<file path="config.mk">
export PLATFORM = sky130hd
export DESIGN_NAME = ahb2apb_modport_bridge
export DESIGN_NICKNAME = d
export VERILOG_FILES = /design/src/rtl/ahb2apb_modport_bridge.sv
export SDC_FILE = /design/constraint.sdc
export NUM_CORES = 1
export LEC_CHECK = 0
export CAP_MARGIN = 40
export CORE_MARGIN = 5
export CORE_UTILIZATION = 36
export CTS_BUF_LIST = sky130_fd_sc_hd__clkbuf_2 sky130_fd_sc_hd__clkbuf_4 sky130_fd_sc_hd__clkbuf_8
export CTS_CLUSTER_SIZE = 12
export DETAILED_ROUTE_END_ITERATION = 10
export PLACE_DENSITY_LB_ADDON = 0.15
export SLEW_MARGIN = 20
export SYNTH_ARGS = -nofsm -noshare
export SYNTH_HDL_FRONTEND = slang
export SYNTH_SLANG_ARGS = --single-unit
</file>
<file path="constraint.sdc">
create_clock -name clk -period 1.7 [get_ports clk]
set_input_delay 0.425 -clock clk [delete_from_list [all_inputs] [get_ports clk]]
set_output_delay 0.425 -clock clk [all_outputs]
set_load 0.005 [all_outputs]
</file>
<file path="src/rtl/ahb2apb_modport_bridge.sv">
// AHB-Lite slave to APB master bridge.
// Each accepted AHB single transfer becomes one APB SETUP + ENABLE pair.
// HREADY is held low until the APB access finishes. The ENABLE cycle also
// serves as the next AHB address-phase slot, so transfers can run back to back.
module ahb2apb_modport_bridge #(
  parameter int ADDR_W = 32,
  parameter int DATA_W = 32
) (
  input  logic              clk,
  input  logic              HRESET,
  input  logic              HSELAHB,
  input  logic [ADDR_W-1:0] HADDR,
  input  logic [1:0]        HTRANS,
  input  logic              HWRITE,
  input  logic [DATA_W-1:0] HWDATA,
  output logic [DATA_W-1:0] HRDATA,
  output logic              HREADY,
  output logic              HRESP,
  output logic [ADDR_W-1:0] PADDR,
  output logic [DATA_W-1:0] PWDATA,
  output logic              PWRITE,
  output logic              PSEL,
  output logic              PENABLE,
  input  logic [DATA_W-1:0] PRDATA
);

  typedef enum logic [2:0] {
    S_IDLE,
    S_WWAIT,
    S_READ,
    S_RENABLE,
    S_WRITE,
    S_WENABLE
  } state_e;

  state_e              state_q, state_d;
  logic [ADDR_W-1:0]   addr_q,  addr_d;
  logic [DATA_W-1:0]   wdata_q, wdata_d;
  logic                write_q, write_d;

  // NONSEQ and SEQ both start a transfer; IDLE and BUSY are ignored
  logic valid;
  assign valid = HSELAHB & HTRANS[1];

  // Next-state and latch logic; address phase is only sampled while HREADY=1
  always_comb begin
    state_d = state_q;
    addr_d  = addr_q;
    wdata_d = wdata_q;
    write_d = write_q;
    case (state_q)
      S_IDLE, S_RENABLE, S_WENABLE: begin
        if (valid) begin
          addr_d  = HADDR;
          write_d = HWRITE;
          state_d = HWRITE ? S_WWAIT : S_READ;
        end else begin
          state_d = S_IDLE;
        end
      end
      S_WWAIT: begin
        // HWDATA is valid one cycle after the write address phase
        wdata_d = HWDATA;
        state_d = S_WRITE;
      end
      S_READ:  state_d = S_RENABLE;
      S_WRITE: state_d = S_WENABLE;
      default: state_d = S_IDLE;
    endcase
  end

  // State and transfer registers; reset aborts any transfer in flight
  always_ff @(posedge clk) begin
    if (HRESET) begin
      state_q <= S_IDLE;
      addr_q  <= '0;
      wdata_q <= '0;
      write_q <= 1'b0;
    end else begin
      state_q <= state_d;
      addr_q  <= addr_d;
      wdata_q <= wdata_d;
      write_q <= write_d;
    end
  end

  // Bus outputs decoded from the registered state and latched transfer
  always_comb begin
    HREADY  = 1'b1;
    PSEL    = 1'b0;
    PENABLE = 1'b0;
    PWRITE  = 1'b0;
    HRDATA  = '0;
    case (state_q)
      S_WWAIT: HREADY = 1'b0;
      S_READ: begin
        HREADY = 1'b0;
        PSEL   = 1'b1;
        PWRITE = write_q;
      end
      S_RENABLE: begin
        PSEL    = 1'b1;
        PENABLE = 1'b1;
        PWRITE  = write_q;
        HRDATA  = PRDATA;
      end
      S_WRITE: begin
        HREADY = 1'b0;
        PSEL   = 1'b1;
        PWRITE = write_q;
      end
      S_WENABLE: begin
        PSEL    = 1'b1;
        PENABLE = 1'b1;
        PWRITE  = write_q;
      end
      default: ;
    endcase
  end

  assign HRESP  = 1'b0;
  assign PADDR  = addr_q;
  assign PWDATA = wdata_q;

endmodule

</file>
# Yosys cells after proc, flatten, opt, wreduce, memory -nomap -nowiden
# Index checks and enable logic that the tools add are counted.
# W data, S select, Z words.
# word_totals
ff_bits	68
out_inout_bits	101
word_cells	24
# op_classes
n_eq_ne	5
mux	8
bitwise_logic	1
n_reduce_logical	6
# op_table
operator	n
$mux W32	1
$pmux W3 S4	1
$eq A3 B2 Y1 const B	2
$eq A3 B3 Y1 const B	2
$reduce_or A3 Y1	2
$mux W1	4
$mux W2	2
$reduce_or A4 Y1	1
$eq A3 B1 Y1 const B	1
$logic_not A3 Y1	1
$reduce_and A2 Y1	1
$reduce_or A2 Y1	1
$and A1 B1 Y1	1

# Depth between registers and ports, before layout
# Gate-level depths: netlist of the first run.
# logic_depth
depth_word	3
ltp_mapped	6

# Worst setup path after synthesis of the first run
# OpenSTA, ideal clock, no wires.
# synth_path
path_kind	register to output
from	register state_q[2]
to	output port HRDATA[10]
t_arrival_ns	1.083
setup_slack_ns	0.192
path_stages_with_launch	5
path_cell_list	dfxtp_1 > buf_4 > and3b_4 > clkbuf_1 > and2_1
# synth_between
elab_chain_len	2
# synth_rtl
element	line_no	source
start: declaration	36	state_e state_q, state_d;
start signal: assignment	80	state_q <= state_d;
$eq A3 B2 Y1	94	case (state_q)
$mux W32	94	
end: declaration	16	output logic [DATA_W-1:0] HRDATA,
# No other way between the ends.

# Final worst setup path of the first run
# layout_path
from	register state_q[2]
to	output port HRDATA[5]
# The elaborated chain is that of the path after synthesis.

==> impl_metrics.py, run 1 <==
metrics = {
    "final_layout": {
        "final.fill_count": 599,
        "diodes": 0,
        "seqCellArea_mm2": 0.00137,
        "stdcell_area_mm2": 0.00549,
        "final_cells": 669,
        "post-route-util_pct": 71.1,
        "syn_to_final_growth_pct": 92.9,
        "nets": 665,
        "drive_above_1_share_pct": 21.9,
        "multiInputGateArea_mm2": 0.00148,
    },
    "sta": {
        "setup_violations": 18,
        "rsz0062_at_grt": "yes",
        "layout_setup_ws_ns": -0.0791,
        "hold_ws_ns": 0.455,
        "max_clock_freq_mhz": 562,
        "fin_skew_ns": 0.00781,
        "period_minus_slack_ns": 1.78,
        "period_share_pct": 105,
        "finalHoldViolCount": 0,
        "slew_viol_final": 0,
    },
    "critical_path": {
        "critPathLaunchType": "flip-flop",
        "path_max_fanout": 6,
        "path_class": "flip-flop to primary output",
        "critPathArrivalTime_ns": 1.35,
        "required_ns": 1.27,
        "end_kind": "primary output",
    },
    "placement": {
        "gp_congestion": 0.776,
        "io_buffers": 200,
        "dpl_cell_area_mm2": 0.00503,
        "placed_cells": 636,
        "place_hpwl_um": 7030,
    },
    "synthesis": {
        "postSynthAreaPerCell_um2": 8.25,
        "synth_most_common_cell": "nand2_1",
        "async_flop_share_pct": 0,
        "syn_nets": 447,
        "synth-edff-count": 0,
        "netlist_top_cells_area": "dfxtp_1 (48%), nand2_1 (17%), mux2i_1 (12%), and2_1 (7.5%), a21oi_1 (5.6%)",
        "synth.yosys.seq_area_share_pct": 47.8,
        "synth_top_cell_by_area": "dfxtp_1",
        "ys_warn_count": 0,
        "synthTopCellsByCount": "nand2_1 (131), dfxtp_1 (68), and2_1 (34)",
        "synth_area_mm2": 0.00285,
        "synth.top_cell.area_share_pct": 47.8,
        "synth-main-ff-cell": "dfxtp_1",
        "ys_types": 25,
        "syn_inst": 345,
        "synth_seq_cells": 68,
    },
    "detailed_routing": {
        "wl_met3_um": 951,
        "firstDrtPassIters": 4,
        "drt-met1-wl_um": 3900,
        "antenna_left": 0,
        "via_per_inst": 4.52,
        "maxUsedRoutingLayer": "met4",
        "vias": 3022,
        "wire_per_inst_um": 15.0,
        "wl_met2_um": 5020,
        "drcViolationCount": 0,
        "wirelength_um": 10000,
        "drt_iter0_drc": 84,
    },
    "power_and_ir_drop": {
        "ir_worst_vdd_uv": 647,
        "pwr-share-seq_pct": 43.7,
        "leakagePower_nw": 2.20,
        "power_density_mw_per_mm2": 756,
        "comb_power_share_pct": 27.6,
        "intPower_mw": 3.07,
        "finalPower_mw": 4.15,
        "switchingPower_mw": 1.08,
        "switching_share_pct": 26.0,
        "pwr-share-clk_pct": 28.7,
    },
    "global_route": {
        "grtUsageTotal_pct": 19.7,
        "grt_start_max_net_pins": 36,
        "grt_pass1_vias": 3070,
        "antenna_found_initial": 0,
        "grt-ovfl-total": 0,
        "grt_pass1_wl_um": 15400,
    },
    "floorplan": {
        "die_h_um": 98.9,
        "core_region_area_mm2": 0.00773,
        "num_rows": 32,
        "die_area_mm2": 0.00979,
        "die_w_um": 98.9,
        "initial_utilization_pct": 36.9,
        "io_pins": 203,
    },
    "outcome": {
        "violations": "negative setup slack",
        "outcome": "finished with violations",
    },
    "clock_network": {
        "cts-root-buf": "clkbuf_8",
        "cts_tree": "yes",
        "cts_made_buffers": 9,
        "clockBufferDepth": 2,
        "numClockSinks": 68,
        "htree_levels": 3,
        "cts.clk_slew.worst_paths_ns": 0.06,
        "clk_latency_ns": 0.34,
    },
    "flow_run": {
        "cap_violations": 0,
    },
    "hold_path": {
        "hold_class": "flip-flop to flip-flop",
    },
}
cells in the final DEF (no fill, tap or decap):
cell type / n
dfxtp_4: 3
buf_2: 10
a32o_2: 1
nor3b_4: 1
clkinv_2: 2
and2_4: 26
a31oi_1: 1
buf_12: 5
buf_6: 41
a32o_1: 1
and3b_1: 2
nand2_1: 130
xor2_4: 1
xnor2_2: 1
nor2b_1: 1
clkbuf_4: 2
mux2i_1: 33
nand4b_1: 1
clkdlybuf4s50_1: 164
dfxtp_1: 65
inv_2: 1
nor2_2: 1
conb_1: 1
clkbuf_8: 11
nand2_2: 1
o21ai_0: 1
nor3_1: 1
and2_1: 8
or3b_2: 1
o21a_1: 1
nor2_1: 1
and3b_2: 4
a21oi_1: 32
and3b_4: 1
buf_4: 11
cells by family after synthesis:
kind of cell / after synthesis / share of synthesized area, %
AND/OR/NAND/NOR: 175 / 27.5
other: 1 / 0.132
flip-flops: 68 / 47.8
XOR/XNOR: 2 / 0.615
AO/OA/AOI/OAI: 37 / 6.99
buffers and inverters: 29 / 5.36
multiplexers: 33 / 11.6
flip-flops by register name, summed over array words and instances (netlist names):
signal	flops
PADDR	32
PWDATA	32
state_q	3
write_q	1
per-stage QoR:
| step | setup TNS, ns | setup slack [ns] |
|---|---|---|
| 2_1_floorplan | 0 | 0.192 |
| 3_3_place_gp | -7.99 | -0.258 |
| 3_5_place_dp | -8.81 | -0.259 |
| 4_1_cts | -1.10 | -0.0886 |
| 5_1_grt | -3.69 | -0.145 |
| 6_report | -1.10 | -0.0791 |
layer usage:
layer | global-route usage (%) | up-vias
met5 | 0 | -
met3 | 9.62 | 14
met2 | 33.1 | 112
li1 | - | 1541
met1 | 22.2 | 1355
met4 | 5.36 | 0
worst max-delay path: stages, from the launching register on:
cell and delay [ns]:
dfxtp_4 0.37, and3b_4 0.32, buf_6 0.10, and2_4 0.14
buf_6 0.09
cell type report:
class | count | share of cell area, %
Clock buffer | 13 | 3.03
Clock inverter | 2 | 0.182
Inverter | 1 | 0.0683
Multi-Input combinational cell | 252 | 26.9
Sequential cell | 68 | 25.0
Tap cell | 102 | 2.32
Timing Repair Buffer | 231 | 42.5
power groups by stage:
stage | Combinational (mW) | Clock, mW | Sequential [mW]
2_1_floorplan | 0.403 | 0 | 1.84
3_5_place_dp | 1.08 | 0 | 1.83
5_1_grt | 1.23 | 1.32 | 1.83
4_1_cts | 1.14 | 1.24 | 1.81
3_3_place_gp | 1.07 | 0 | 1.82
6_report | 1.14 | 1.19 | 1.81
what timing repair did:
item	4_1_cts	5_1_grt
endpoints found under the setup margin	36	36
gates resized for setup	201	25
setup buffers	13	1
gates cloned	4	0
pin swaps	34	7
hold buffers	0	0
worst paths after layout:
kind                                    to  depth (start not counted)       start  slack (ns)
worst max-delay path             HRDATA[5]                          4  state_q[2]       -0.08
worst max register to register   PADDR[21]                          7  state_q[2]        0.02
worst min-delay path            PWDATA[29]                          2  PWDATA[29]        0.45
worst min register to register  PWDATA[29]                          2  PWDATA[29]        0.45
(Power assumes the default switching activity.)
==> run 2, diff against run 1 <==
--- a/config.mk
+++ b/config.mk
@@ -5,7 +5,7 @@
 export SDC_FILE = /design/constraint.sdc
 export NUM_CORES = 1
 export LEC_CHECK = 0
-export CAP_MARGIN = 40
+export CAP_MARGIN = 20
 export CORE_MARGIN = 5
 export CORE_UTILIZATION = 36
 export CTS_BUF_LIST = sky130_fd_sc_hd__clkbuf_2 sky130_fd_sc_hd__clkbuf_4 sky130_fd_sc_hd__clkbuf_8
==> results of run 2 <==
Same layout as run 1: the final DEF is identical, and so are final timing and power.
==> run 3, diff against run 2 <==
--- a/config.mk
+++ b/config.mk
@@ -6,8 +6,8 @@
 export NUM_CORES = 1
 export LEC_CHECK = 0
 export CAP_MARGIN = 20
-export CORE_MARGIN = 5
-export CORE_UTILIZATION = 36
+export CORE_MARGIN = 2
+export CORE_UTILIZATION = 39
 export CTS_BUF_LIST = sky130_fd_sc_hd__clkbuf_2 sky130_fd_sc_hd__clkbuf_4 sky130_fd_sc_hd__clkbuf_8
 export CTS_CLUSTER_SIZE = 12
 export DETAILED_ROUTE_END_ITERATION = 10
==> constraint.sdc (replaced) <==
create_clock -name clk -period 2.1 [get_ports clk]
set_input_delay 0.525 -clock clk [delete_from_list [all_inputs] [get_ports clk]]
set_output_delay 0.525 -clock clk [all_outputs]
set_load 0.005 [all_outputs]
==> run 3 against run 2 <==
The run still ends with negative setup slack left. Non-clock buffer count is 14 lower. Hold slack worse by 0.0022 ns. Global-route usage up 1.6 points.
==> impl_metrics.py, run 3 (synthesis results as in run 1) <==
metrics = {
    "critical_path": {
        "critPathArrivalTime_ns": 1.66,
        "crit_chain": "buf_6 -> xnor2_4 -> o21a_1 -> clkdlybuf4s50_1",
        "critPathLaunchType": "flip-flop",
        "end_kind": "primary output",
        "path_class": "flip-flop to primary output",
        "path_max_fanout": 7,
        "max_stage_delay_ns": 0.52,
        "slowest_stage": "clkdlybuf4s50_1",
        "required_ns": 1.57,
        "crit_buf_inv": 2,
        "cp_top_family": "buffers and inverters",
    },
    "sta": {
        "period_minus_slack_ns": 2.18,
        "period_share_pct": 104,
        "fin_skew_ns": 0.00978,
        "setup_violations": 1,
        "layout_setup_ws_ns": -0.0803,
        "max_clock_freq_mhz": 459,
        "slew_viol_final": 0,
        "relSlewSlack_pct": 55.8,
        "worst_pin_slew_ns": 0.662,
        "finalHoldViolCount": 0,
        "rsz0062_at_grt": "yes",
    },
    "outcome": {
        "violations": "negative setup slack",
        "outcome": "finished with violations",
    },
    "power_and_ir_drop": {
        "ir_worst_vdd_uv": 438,
        "leakagePower_nw": 2.16,
        "power_density_mw_per_mm2": 647,
    },
    "hold_path": {
        "hold_class": "flip-flop to flip-flop",
    },
    "final_layout": {
        "diodes": 0,
        "syn_to_final_growth_pct": 83.8,
        "final_cells": 651,
        "drive_above_1_share_pct": 8.51,
        "layout_common_cells": "clkdlybuf4s50_1 (165), nand2_1 (131), dfxtp_1 (65)",
        "final_common_cell": "clkdlybuf4s50_1",
        "nets": 649,
    },
    "global_route": {
        "grt_pass1_vias": 2783,
        "grt_pass1_wl_um": 13200,
        "grt_start_max_net_pins": 57,
        "antenna_found_initial": 0,
        "grt-ovfl-total": 0,
        "grtUsageTotal_pct": 21.3,
    },
    "flow_run": {
        "cap_violations": 0,
    },
    "detailed_routing": {
        "wire_per_inst_um": 13.7,
        "drt_iter0_drc": 86,
        "antenna_left": 0,
        "firstDrtPassIters": 4,
        "drcViolationCount": 0,
        "vias": 2926,
        "wirelength_um": 8950,
        "via_per_inst": 4.49,
    },
    "clock_network": {
        "cts_made_buffers": 9,
        "clockBufferDepth": 2,
        "htree_levels": 3,
        "clk_latency_ns": 0.33,
        "cts.clk_slew.worst_paths_ns": 0.07,
        "cts-root-buf": "clkbuf_8",
        "numClockSinks": 68,
        "postCtsHoldBufs": 0,
        "cts_tree": "yes",
    },
    "floorplan": {
        "die_h_um": 89.5,
        "die_area_mm2": 0.00800,
        "die_w_um": 89.5,
        "io_pins": 203,
        "core_region_area_mm2": 0.00718,
        "num_rows": 31,
        "initial_utilization_pct": 39.7,
    },
    "placement": {
        "place_ws_ns": -0.0817,
        "gp_congestion": 0.705,
        "io_buffers": 200,
        "place_hpwl_um": 6440,
        "placed_cells": 627,
    },
}
-- run 3: cell types whose count changed in the layout (fill, tap and decap cells not counted), moves of 3 or more --
cell	before	now
dlygate4sd2_1	0	32
buf_6	41	4
and2_1	8	32
buf_2	10	0
and2_4	26	2
buf_12	5	2
-- run 3: path summary, 6_finish.rpt --
path / from / to / slack, ns / cells after the start
hold / removal: PWDATA[13] / PWDATA[13] / 0.45 / 2
setup reg to reg: state_q[1] / PWDATA[30] / 0.41 / 4
setup / recovery: state_q[0] / HREADY / -0.08 / 4
hold reg to reg: PWDATA[13] / PWDATA[13] / 0.45 / 2
-- run 3: report_power, final --
| part | switching [mW] | internal (mW) |
|---|---|---|
| registers | 0.0620 | 1.40 |
| logic | 0.329 | 0.529 |
| clock network | 0.486 | 0.578 |
| total | 0.878 | 2.51 |
-- run 3: final cells by class --
class                      count  area, um2
clock inverter                 6       63.8
inverter                       1       3.75
timing repair buffer         217       2130
multi-input combinational    250       1400
fill                         565       1940
clock buffer                  10        138
sequential                    68       1370
tap                           99        124
-- run 3: worst reg2reg max path, delay by kind of cell (launching register included) --
kind	cells	cell delay, ns
and+or+nand+nor	2	0.94
DFF	1	0.38
buffers and inverters	1	0.17
AOI/OAI and AO/OA	1	0.08
-- run 3: metrics by stage --
stage	utilization, %	TNS (ns)	hold slack, ns	power, mW	instance area [um2]
finish	73.0	-0.0803	0.453	3.39	5240
global route	73.0	-0.137	0.472	3.56	5240
CTS	72.5	-0.460	0.454	3.41	5200
detailed placement	68.8	-0.628	0.444	2.32	4940
global placement	68.8	-0.429	0.440	2.30	4940
floorplan	-	0	0.430	1.82	2850
-- run 3: timing repair --
action / CTS / global route
setup endpoints to repair: 36 / 3
pin swaps: 2 / 0
setup buffers: 5 / 1
gates cloned: 2 / 0
gates resized for setup: 46 / 7
-- run 3: metal layers --
layer | wire length (um) | GRT usage, %
met1 | 3670 | 25.8
met2 | 4520 | 35.8
met3 | 638 | 5.91
met4 | 125 | 8.14
met5 | 0 | 0
